[config.mk]
export PLATFORM = sky130hd
export DESIGN_NAME = rsa_const_gen
export DESIGN_NICKNAME = d
export VERILOG_FILES = /design/src/rtl/rsa_pkg.sv /design/src/rtl/rsa_const_step.sv /design/src/rtl/rsa_const_gen.sv
export SDC_FILE = /design/constraint.sdc
export NUM_CORES = 1
export LEC_CHECK = 0
export BUFFER_PORTS_ARGS = -buffer_cell sky130_fd_sc_hd__buf_2
export CAP_MARGIN = 25
export CORE_MARGIN = 2
export CORE_UTILIZATION = 52
export CTS_CLUSTER_DIAMETER = 40
export CTS_CLUSTER_SIZE = 25
export DETAILED_ROUTE_END_ITERATION = 6
export PLACE_DENSITY = 0.75
export SLEW_MARGIN = 20
export SYNTH_ARGS = -nofsm -noshare
export SYNTH_HDL_FRONTEND = slang
export SYNTH_SLANG_ARGS = --single-unit
[constraint.sdc]
create_clock -name clk -period 2.2 [get_ports clk]
set_clock_uncertainty 0.2 [all_clocks]
set_input_delay 0 -clock clk [delete_from_list [all_inputs] [get_ports clk]]
set_output_delay 0 -clock clk [all_outputs]
set_load 0.02 [all_outputs]
[src/rtl/rsa_pkg.sv]
// Shared types and constants for the Montgomery constant generator.
// RSA_CONST_GEN_RADIX4_EN selects two reduction steps per clock, which halves the iteration count.
package rsa_pkg;

  localparam int RSA_WIDTH = 8;

  typedef enum logic [1:0] {
    IDLE,
    CALC,
    DONE
  } const_gen_state_t;

  function automatic int const_gen_iters(input int width);
`ifdef RSA_CONST_GEN_RADIX4_EN
    return width;
`else
    return 2 * width;
`endif
  endfunction

endpackage

[src/rtl/rsa_const_step.sv]
// One combinational double-and-subtract step: r' = 2r mod p, valid while r < p.
// Zero latency; no flow control.
module rsa_const_step #(
  parameter int WIDTH = 8
) (
  input  logic [WIDTH:0]   r,
  input  logic [WIDTH-1:0] p,
  output logic [WIDTH:0]   r_next
);

  logic [WIDTH:0] t;
  logic [WIDTH:0] p_ext;

  // Because r < p, 2r < 2p, so a single conditional subtract is enough.
  always_comb begin
    t      = r << 1;
    p_ext  = {1'b0, p};
    r_next = (t >= p_ext) ? (t - p_ext) : t;
  end

endmodule

[src/rtl/rsa_const_gen.sv]
// Computes Const = 2^(2*WIDTH) mod P by iterated doubling. Done arrives 2*WIDTH+1 clocks after start.
// With RSA_CONST_GEN_RADIX4_EN it arrives WIDTH+1 clocks after start. ena stalls all state; start is ignored while busy.
module rsa_const_gen
  import rsa_pkg::*;
#(
  parameter int WIDTH = RSA_WIDTH
) (
  input  logic             clk,
  input  logic             rst,
  input  logic             ena,
  input  logic             clear,
  input  logic             start,
  input  logic [WIDTH-1:0] p_in,
  output logic             busy,
  output logic             done,
  output logic             err,
  output logic             const_valid,
  output logic [WIDTH-1:0] const_out
);

  localparam int            CW    = $clog2(2 * WIDTH) + 1;
  localparam int            ITERS = const_gen_iters(WIDTH);
  localparam logic [CW-1:0] LAST  = CW'(ITERS - 1);

  const_gen_state_t state, state_nxt;

  logic [WIDTH-1:0] p_q;
  logic [WIDTH:0]   r;
  logic [WIDTH:0]   r_step;
  logic [CW-1:0]    cnt;
  logic             p_bad;

  // Montgomery needs an odd modulus; 1 gives a meaningless constant.
  assign p_bad = ~p_in[0] || (p_in < WIDTH'(3));

`ifdef RSA_CONST_GEN_RADIX4_EN
  logic [WIDTH:0] r_mid;

  rsa_const_step #(.WIDTH(WIDTH)) u_step0 (.r(r),     .p(p_q), .r_next(r_mid));
  rsa_const_step #(.WIDTH(WIDTH)) u_step1 (.r(r_mid), .p(p_q), .r_next(r_step));
`else
  rsa_const_step #(.WIDTH(WIDTH)) u_step0 (.r(r), .p(p_q), .r_next(r_step));
`endif

  always_ff @(posedge clk or posedge rst) begin
    if (rst) state <= IDLE;
    else     state <= state_nxt;
  end

  always_comb begin
    state_nxt = state;
    busy      = (state == CALC);
    done      = (state == DONE);
    if (ena) begin
      if (clear) begin
        state_nxt = IDLE;
      end else begin
        case (state)
          IDLE:    if (start) state_nxt = p_bad ? DONE : CALC;
          CALC:    if (cnt == LAST) state_nxt = DONE;
          DONE:    state_nxt = IDLE;
          default: state_nxt = IDLE;
        endcase
      end
    end
  end

  always_ff @(posedge clk or posedge rst) begin
    if (rst) begin
      p_q         <= '0;
      r           <= '0;
      cnt         <= '0;
      err         <= 1'b0;
      const_valid <= 1'b0;
      const_out   <= '0;
    end else if (ena) begin
      if (clear) begin
        // const_out is left as-is but no longer marked valid.
        err         <= 1'b0;
        const_valid <= 1'b0;
      end else begin
        case (state)
          IDLE: begin
            if (start) begin
              p_q         <= p_in;
              const_valid <= 1'b0;
              err         <= 1'b0;
              if (p_bad) begin
                err       <= 1'b1;
                const_out <= '0;
              end else begin
                r   <= (WIDTH + 1)'(1);
                cnt <= '0;
              end
            end
          end
          CALC: begin
            r   <= r_step;
            cnt <= cnt + CW'(1);
            if (cnt == LAST) begin
              const_out   <= r_step[WIDTH-1:0];
              const_valid <= 1'b1;
            end
          end
          default: ;
        endcase
      end
    end
  end

endmodule
==> flow_metrics.tcl, run 1 <==
set metrics [dict create \
    syn_nets 243 \
    fmax_ghz 0.462 \
    setup_tns_ps 0 \
    initial_utilization_pct 53.5 \
    crit_arrival_ps 2160 \
    vias_per_cell 5.82 \
    cts_root_buffer "clkbuf_8" \
    worstMarginPinSlew_ps 413 \
    h-tree-depth 2 \
    cts_tree "done" \
    diodes 0 \
    hold_path.class "in -> async" \
    drive_above_1_share_pct 27.5 \
    hpwl_um 3520 \
    nets 299 \
    grt_pass1_wl_um 7930 \
    ys_warn_count 0 \
    gp_congestion 0.849 \
    start_kind "register" \
    top_level_ports 25 \
    n_fill_cell 314 \
    rows 23 \
    overflow 0 \
    clkSlewWorstSetupHoldPaths_ps 70 \
    wl_um 4950 \
    yosysTopAreaCell "dfrtp_1" \
    instances_no_fill 326 \
    vdd_ir_drop_max_mv 0.546 \
    synth_edf_count 0 \
    p_leak_nw 1.28 \
    criticalPathCategory "reg -> reg" \
    critPathCaptureType "register" \
    grt_usage_pct 23.1 \
    dpl_cell_area_mm2 0.00237 \
    seq_area_frac_synth_pct 39.1 \
    cap_violations 0 \
    vias 1898 \
    status "complete, no violations" \
    die_w_um 67.7 \
    yosysTopAreaCellShare_pct 39.1 \
    syn-instance-count 219 \
    powerDensity_mw_per_mm2 950 \
    clk_path_buf_depth 2 \
    synth.most_common_cell "dfrtp_1" \
    slew_viol_final 0 \
    die_area_mm2 0.00458 \
    antenna_found_initial 0 \
    syn_avg_cell_area_um2 9.63 \
    synth_area_leaders "dfrtp_1, ha_1, mux2_2" \
    drc_errors 0 \
    clkSinkCount 33 \
    crit_start "p_q[1]" \
    dp_cells 300 \
    setup_viol_count_final 0 \
    grt_start_max_net_pins 34 \
    syn2layout_area_growth_pct 28.0 \
    cts_buffers 5 \
    netlist_top_cells_count "dfrtp_1, nand2_1, inv_1, nand3_1" \
    wl_per_cell_um 15.2 \
    period_share_pct 98.4 \
    ys_types 55 \
    synth-main-ff-cell "dfrtp_1" \
    antenna_left 0 \
    grt_pass1_vias 1663 \
    critPathMaxFanout 3 \
    core_region_area_mm2 0.00394 \
    r2r-start "p_q[1]" \
    netlist_area_mm2 0.00211 \
    relSlewSlack_pct 72.5 \
    drt_first_pass_iters 4 \
    drt_iter0_drc 147 \
    post-route-util_pct 68.5 \
    insertion_delay_ps 280 \
    critPathRequiredTime_ps 2200 \
    synth_seq_cells 33 \
    async_flop_share_pct 100 \
    port_buffers 24 \
    period_minus_slack_ps 2160 \
    rsz0062_at_grt "yes" \
    fin_area_mm2 0.00270 \
    final-hold-violation-count 0 \
    die_y_um 67.7 \
]
==> cells by family (layout without fill, tap and decap cells) <==
family | count (synthesis) | count (layout) | synth area share, %
AOI/OAI and AO/OA | 57 | 57 | 19.8
DFF | 33 | 33 | 39.1
buffers and inverters | 24 | 81 | 5.69
and+or+nand+nor | 82 | 82 | 22.5
muxes | 9 | 9 | 4.75
adders and majority gates | 11 | 11 | 6.88
xor gates and xnor gates | 3 | 3 | 1.25
==> layout make-up <==
cell class	instances	area (um2)	share of cell area, %
clock buffer	6	72.6	2.69
timing repair buffer	57	425	15.8
multi-input combinational	162	1240	46.1
clock inverter	2	10.0	0.371
inverter	16	60.1	2.22
tap	50	62.6	2.32
sequential	33	826	30.6
==> path summary, 6_finish.rpt <==
| path | end | slack, ps | cells past startpoint |
|---|---|---|---|
| min reg2reg | const_out[4] | 280 | 2 |
| min | const_valid | 140 | 4 |
| min in group clk | state[1] | 270 | 5 |
| max reg2reg | const_out[6] | 40 | 7 |
| max | const_out[6] | 40 | 7 |
| max in group asynchronous | p_q[6] | 1350 | 4 |
==> registers in the layout, summed over array words and instances (netlist names) <==
register	count
cnt	5
const_valid	1
state	2
const_out	8
r	8
err	1
p_q	8
==> where the power goes <==
part / switching, mW / internal [mW] / leakage (nW)
Sequential: 0.0907 / 0.711 / 0.435
Clock: 0.219 / 0.219 / 0.0450
Combinational: 0.689 / 0.637 / 0.800
Total: 0.999 / 1.57 / 1.28
==> worst max-delay path, cell delays in order (launching register included) <==
cell      delay, ps
dfrtp_1         400
buf_4           150
fa_1            400
nand2b_1        190
a21oi_1         210
mux2i_1         240
o22ai_1         130
o211ai_1        170
==> placed cells by master (no fill, tap or decap), types with 5 or more instances in the layout <==
master	n
a21oi_1	7
buf_2	24
buf_4	18
clkbuf_8	5
dfrtp_1	33
dlygate4sd3_1	13
ha_4	5
inv_1	16
mux2_2	8
nand2_1	20
nand2b_1	5
nand3_1	11
nand4_1	9
nor2_1	10
o21ai_0	6
o21ai_1	7
==> through the flow <==
step	power [mW]	hold slack, ps	worst slack (ps)
floorplan	1.61	-111	57.5
global placement	1.92	-96.1	31.6
detailed placement	1.94	-86.6	-13.7
CTS	2.40	157	-2.45
global route	2.74	218	-42.6
finish	2.57	144	35.7
==> per-layer routing <==
metal	wire, um	part of all wire, %	global-route usage, %
met1	2330	47	33.5
met2	2300	46	34.8
met3	224	4.5	4.00
met4	101	2.0	7.65
met5	0	0	0
==> what timing repair did <==
item                                   in CTS  in global routing
setup endpoints to repair                   2                 16
cloned                                      0                  0
setup buffers                               0                  5
hold buffers                               13                  0
pin swaps                                   0                  6
endpoints found under the hold margin      47                  0
resized for setup                           1                 11
No activity file was read; power rests on OpenSTA's default activity.
==> run 2: changes to the inputs <==
--- a/config.mk
+++ b/config.mk
@@ -5,6 +5,7 @@
 export SDC_FILE = /design/constraint.sdc
 export NUM_CORES = 1
 export LEC_CHECK = 0
+export ABC_AREA = 1
 export BUFFER_PORTS_ARGS = -buffer_cell sky130_fd_sc_hd__buf_2
 export CAP_MARGIN = 25
 export CORE_MARGIN = 2
@@ -13,6 +14,7 @@
 export CTS_CLUSTER_SIZE = 25
 export DETAILED_ROUTE_END_ITERATION = 6
 export PLACE_DENSITY = 0.75
+export SETUP_SLACK_MARGIN = 0.1
 export SLEW_MARGIN = 20
 export SYNTH_ARGS = -nofsm -noshare
 export SYNTH_HDL_FRONTEND = slang
==> run 2 against run 1 <==
  * Routed wire length up 0.26%
  * Non-clock buffer count down 15
  * Combinational power up 8%
  * Power up 16%
  * Largest cell class unchanged
  * Highest routed layer unchanged
  * Critical path type unchanged
  * Flip-flop and latch count unchanged
  * Global-route usage up 0.89 points
  * Critical path depth up 4
  * Register-to-register slack better by 180 ps
  * Synthesized cell count up 25%
  * Fmax up 9.2%
  * Area after synthesis down 2.9%
==> flow_metrics.tcl, run 2 <==
set metrics [dict create \
    cp.depth 11 \
    post-route-util_pct 68.9 \
    dpl_cell_area_mm2 0.00222 \
    rsz0062_at_grt "no" \
    period_minus_slack_ps 1980 \
    diodes 0 \
    synth_edf_count 0 \
    top_level_ports 25 \
    synth.most_common_cell "nand2_1" \
    setup_slack_ps 219 \
    p_leak_nw 1.39 \
    cp_common_cell "nand2_1" \
    grt_usage_pct 24.0 \
    hold_path.class "in -> async" \
    syn-instance-count 273 \
    ys_warn_count 0 \
    final-hold-violation-count 0 \
    status "complete, no violations" \
    hpwl_um 3360 \
    wl_met1_um 2200 \
    powerDensity_mw_per_mm2 1170 \
    topRoutingLayerUsed "met4" \
    rows 22 \
    drc_errors 0 \
    power_switching_mw 1.23 \
    reg.largest.list "const_out: 8 flops, p_q: 8 flops, r: 8 flops" \
    critPathRequiredTime_ps 2170 \
    wl_met2_um 2490 \
    final_cell_mix "nand2_1, inv_1, dfrtp_1" \
    grt_start_max_net_pins 23 \
    initial_utilization_pct 55.1 \
    worstMarginPinSlew_ps 542 \
    syn_nets 297 \
    clkSlewWorstSetupHoldPaths_ps 80 \
    antenna_found_initial 0 \
    cap_violations 0 \
    drive_above_1_share_pct 20.4 \
    swShare_pct 41.1 \
    yosysTopAreaCellShare_pct 40.3 \
    slew_viol_final 0 \
    setup_tns_ps 0 \
    die_w_um 66.8 \
    cts_buffers 5 \
    netlist_area_mm2 0.00205 \
    wl_met3_um 176 \
    netlist_top_cells_count "nand2_1, inv_1, dfrtp_1, nand3_1, nor2_1" \
    cpLargestDelayFamily "simple AND/OR/NAND/NOR gates" \
    syn2layout_area_growth_pct 24.9 \
    criticalPathCategory "reg -> reg" \
    grt_pass1_wl_um 8050 \
    fin_area_mm2 0.00256 \
    fmax_ghz 0.505 \
    grt_pass1_vias 1831 \
    port_buffers 24 \
    overflow 0 \
    intPower_mw 1.76 \
    cts_root_buffer "clkbuf_8" \
    crit_arrival_ps 1950 \
    critical_path_buf_inv_count 1 \
    drt_iter0_drc 155 \
    gp_congestion 0.915 \
    syn_avg_cell_area_um2 7.50 \
    critPathMaxFanout 9 \
    layout_commonest_cell "nand2_1" \
    start_kind "register" \
    insertion_delay_ps 290 \
    seq_area_frac_synth_pct 40.3 \
    worstRegToRegCells 11 \
    clkSinkCount 33 \
    nets 342 \
    drt_first_pass_iters 5 \
    wl_um 4960 \
    async_flop_share_pct 100 \
    critical_path.slowest_cell "dfrtp_1" \
    cts_tree "done" \
    h-tree-depth 2 \
    vdd_ir_drop_max_mv 0.618 \
    antenna_left 0 \
    power_frac_seq_pct 28.8 \
    pre_cts_ws_ps 199 \
    vias 1921 \
    clk_path_buf_depth 2 \
    worstPathCellList "ha_1, nand2_1, nand2_1, nand2_1, nand3_2, nand2_4, nand2_4, nand2_1, nand2_1, o21ai_0, inv_1" \
    yosysTopAreaCell "dfrtp_1" \
    critPathCaptureType "register" \
    core_region_area_mm2 0.00372 \
    synth-main-ff-cell "dfrtp_1" \
    combPwrFrac_pct 48.1 \
    setup_viol_count_final 0 \
    ys_types 27 \
    die_area_mm2 0.00446 \
    vias_per_cell 5.23 \
    synth_area_leaders "dfrtp_1, nand2_1, inv_1" \
    die_y_um 66.8 \
    synth_seq_cells 33 \
    relSlewSlack_pct 63.8 \
    slowest_delay_ps 410 \
    wl_per_cell_um 13.5 \
    clkPwrFrac_pct 23.2 \
    period_share_pct 90.0 \
]
[run 2: cell count changes after synthesis, sizes merged, moves of 5 or more]
cell	delta
inv	+32
nor2	+11
nand2	+67
nand3	+21
nand2b	-5
mux2	-8
nand4	-5
[run 2: per-stage QoR]
step | std cells | total power, mW | hold slack, ps
global placement | 344 | 2.07 | -161
detailed placement | 344 | 2.09 | -153
finish | 367 | 2.99 | 76.8
floorplan | 273 | 1.83 | -79.0
CTS | 365 | 2.81 | 85.7
global route | 367 | 3.24 | 118
[run 2: final timing paths]
path,startpoint,to,slack (ps)
max,r[1],r[0],220
min,rst,r[3],80
max reg2reg,r[1],r[0],220
min reg2reg,const_out[0],const_out[0],280
max in group asynchronous,rst,cnt[0],1030
min in group clk,const_out[0],const_out[0],280
[run 2: logic make-up after synthesis]
logic type                 after synthesis  share of synthesized area, %
xor gates and xnor gates                 5                          2.14
adders and majority gates               11                          7.09
buffers and inverters                   52                          10.4
DFF                                     33                          40.3
and+or+nand+nor                        147                          33.5
AOI/OAI and AO/OA                       25                          6.54
[run 2: routing by layer]
metal | vias up | GRT usage (%)
met5 | - | 0
met4 | 0 | 7.65
met3 | 10 | 5.74
met2 | 58 | 40.1
met1 | 908 | 30.6
li1 | 945 | -
[run 2: repair_timing]
item,in CTS,in global routing
endpoints found under the hold margin,23,0
setup endpoints to repair,0,15
resized for setup,0,8
hold buffers,13,0
buffers inserted,0,2
[run 2: worst reg2reg max path, stage by stage (launching register included)]
cell and delay, ps:
dfrtp_1 410, ha_1 370, nand2_1 120, nand2_1 60
nand2_1 70, nand3_2 120, nand2_4 120, nand2_4 90
nand2_1 70, nand2_1 60, o21ai_0 110, inv_1 60
[run 2: layout make-up]
| type | instances | area (um2) |
|---|---|---|
| Clock inverter | 3 | 65.1 |
| Tap cell | 48 | 60.1 |
| Timing Repair Buffer | 42 | 288 |
| Sequential cell | 33 | 826 |
| Multi-Input combinational cell | 188 | 1070 |
| Fill cell | 309 | 1160 |
| Inverter | 48 | 180 |
| Clock buffer | 5 | 68.8 |
[run 2: power by group through the flow]
stage	registers, mW	logic, mW	clock network (mW)
floorplan	0.855	0.970	0
global placement	0.850	1.22	0
detailed placement	0.853	1.24	0
CTS	0.844	1.27	0.697
global route	0.874	1.63	0.732
finish	0.860	1.44	0.692
==> run 3: changes to the inputs <==
--- a/config.mk
+++ b/config.mk
@@ -8,9 +8,10 @@
 export ABC_AREA = 1
 export BUFFER_PORTS_ARGS = -buffer_cell sky130_fd_sc_hd__buf_2
 export CAP_MARGIN = 25
+export CORE_ASPECT_RATIO = 0.75
 export CORE_MARGIN = 2
 export CORE_UTILIZATION = 52
-export CTS_CLUSTER_DIAMETER = 40
+export CTS_CLUSTER_DIAMETER = 80
 export CTS_CLUSTER_SIZE = 25
 export DETAILED_ROUTE_END_ITERATION = 6
 export PLACE_DENSITY = 0.75
==> run 3 against run 2 <==
  * Non-clock buffer count unchanged
  * Register-to-register slack worse by 40 ps
  * Final cell count up 0.82%
  * Flip-flop and latch count unchanged
  * Combinational power about the same
  * First-iteration DRC count down 26%
  * Count of clock-buffer cells in the layout up 2
  * Global-route usage down 1.1 points
  * Final area down 0.20%
  * Routed wire length down 2.9%
  * Critical endpoint is now r[5]
  * Highest routed layer unchanged
==> flow_metrics.tcl, run 3 (synthesis gave the netlist of run 2 again) <==
set metrics [dict create \
    nets 342 \
    rsz0062_at_grt "no" \
    critical_path.slowest_cell "dfrtp_1" \
    fin_area_mm2 0.00255 \
    final_cell_mix "nand2_1, inv_1, dfrtp_1" \
    top_level_ports 25 \
    instances_no_fill 370 \
    h-tree-depth 2 \
    reg.largest.list "const_out: 8 flops, p_q: 8 flops, r: 8 flops" \
    die_y_um 58.4 \
    worstMarginPinSlew_ps 504 \
    setup_slack_ps 176 \
    wl_per_cell_um 13.0 \
    drc_errors 0 \
    grt_usage_pct 23.0 \
    initial_utilization_pct 55.2 \
    period_share_pct 92.0 \
    cap_violations 0 \
    setup_tns_ps 0 \
    antenna_found_initial 0 \
    dpl_cell_area_mm2 0.00222 \
    layout_commonest_cell "nand2_1" \
    rows 19 \
    setup_viol_count_final 0 \
    vias_per_cell 5.09 \
    clkSlewWorstSetupHoldPaths_ps 70 \
    grt_start_max_net_pins 34 \
    gp_congestion 0.888 \
    hold_path.class "in -> async" \
    port_buffers 24 \
    diodes 0 \
    drt_first_pass_iters 4 \
    grt_pass1_vias 1700 \
    cts_root_buffer "clkbuf_8" \
    period_minus_slack_ps 2020 \
    cts_tree "done" \
    overflow 0 \
    slowest_delay_ps 360 \
    status "complete, no violations" \
    start_kind "register" \
    critPathMaxFanout 7 \
    critPathCaptureType "register" \
    dp_cells 348 \
    critical_path_buf_inv_count 3 \
    powerDensity_mw_per_mm2 1090 \
    crit_arrival_ps 1990 \
    clkSinkCount 33 \
    criticalPathCategory "reg -> reg" \
    die_w_um 76.5 \
    cts_buffers 5 \
    p_leak_nw 1.37 \
    wl_um 4820 \
    drive_above_1_share_pct 21.7 \
    syn2layout_area_growth_pct 24.7 \
    drt_iter0_drc 115 \
    vdd_ir_drop_max_mv 0.562 \
    hpwl_um 3330 \
    pre_cts_ws_ps 135 \
    critPathRequiredTime_ps 2170 \
    core_region_area_mm2 0.00371 \
    final-hold-violation-count 0 \
    antenna_left 0 \
    insertion_delay_ps 280 \
    die_area_mm2 0.00446 \
    vias 1884 \
    fmax_ghz 0.494 \
    cp_common_cell "nand2_1" \
    worstPathCellList "inv_1, ha_4, nand2_1, inv_2, nand2_1, nor2_2, nor2_4, buf_4, nand3_1, nand3_1, nand2_1" \
    cpLargestDelayFamily "simple AND/OR/NAND/NOR gates" \
    clk_path_buf_depth 2 \
    relSlewSlack_pct 66.3 \
    grt_pass1_wl_um 7950 \
    slew_viol_final 0 \
]
[run 3: worst paths after layout]
| kind | startpoint | endpoint | slack [ps] | depth (start not counted) |
|---|---|---|---|---|
| setup / recovery | p_q[5] | r[5] | 180 | 11 |
| hold / removal | rst | p_q[2] | 150 | 4 |
| setup reg to reg | p_q[5] | r[5] | 180 | 11 |
| hold reg to reg | const_out[7] | const_out[7] | 290 | 2 |
| max in group asynchronous | rst | cnt[2] | 1350 | 4 |
| min in group clk | p_in[7] | p_q[7] | 290 | 4 |
[run 3: where the power goes]
group          leakage, nW  internal (mW)  switching, mW
logic                0.889          0.591          0.877
clock network       0.0443          0.248          0.213
registers            0.435          0.744          0.110
total                 1.37           1.58           1.20
[run 3: layout make-up]
cell class | instances | area (um2)
inverters | 48 | 180
multi-input cells | 188 | 1110
well taps | 52 | 65.1
repair buffers | 42 | 288
clock buffers | 7 | 86.3
flip-flops and latches | 33 | 826
fillers | 316 | 1150
[run 3: routing by layer]
metal / track usage [%] / vias up / part of all wire (%)
met5: 0 / - / 0
met4: 4.16 / 0 / 0.46
met3: 5.52 / 4 / 6.3
met2: 35.3 / 60 / 44
met1: 34.0 / 877 / 49
li1: - / 943 / -
[run 3: repair_timing]
| action | CTS | global route |
|---|---|---|
| hold buffers | 13 | 0 |
| resized for setup | 0 | 17 |
| endpoints found under the setup margin | 0 | 18 |
| endpoints found under the hold margin | 45 | 0 |
| buffers inserted | 0 | 2 |
[run 3: worst reg2reg max path, cell delays in order (launching register included)]
cell and delay [ps]:
dfrtp_1 360, inv_1 110, ha_4 230, nand2_1 120
inv_2 50, nand2_1 100, nor2_2 70, nor2_4 220
buf_4 160, nand3_1 110, nand3_1 140, nand2_1 60
[run 3: per-stage QoR]
| step | total power [mW] | utilization, % | hold WS, ps |
|---|---|---|---|
| 2_1_floorplan | 1.83 | - | -79.0 |
| 3_3_place_gp | 2.10 | 59.9 | -88.8 |
| 3_5_place_dp | 2.11 | 59.9 | -90.9 |
| 4_1_cts | 2.59 | 65.8 | 161 |
| 5_1_grt | 3.00 | 68.9 | 207 |
| 6_report | 2.78 | 68.9 | 153 |
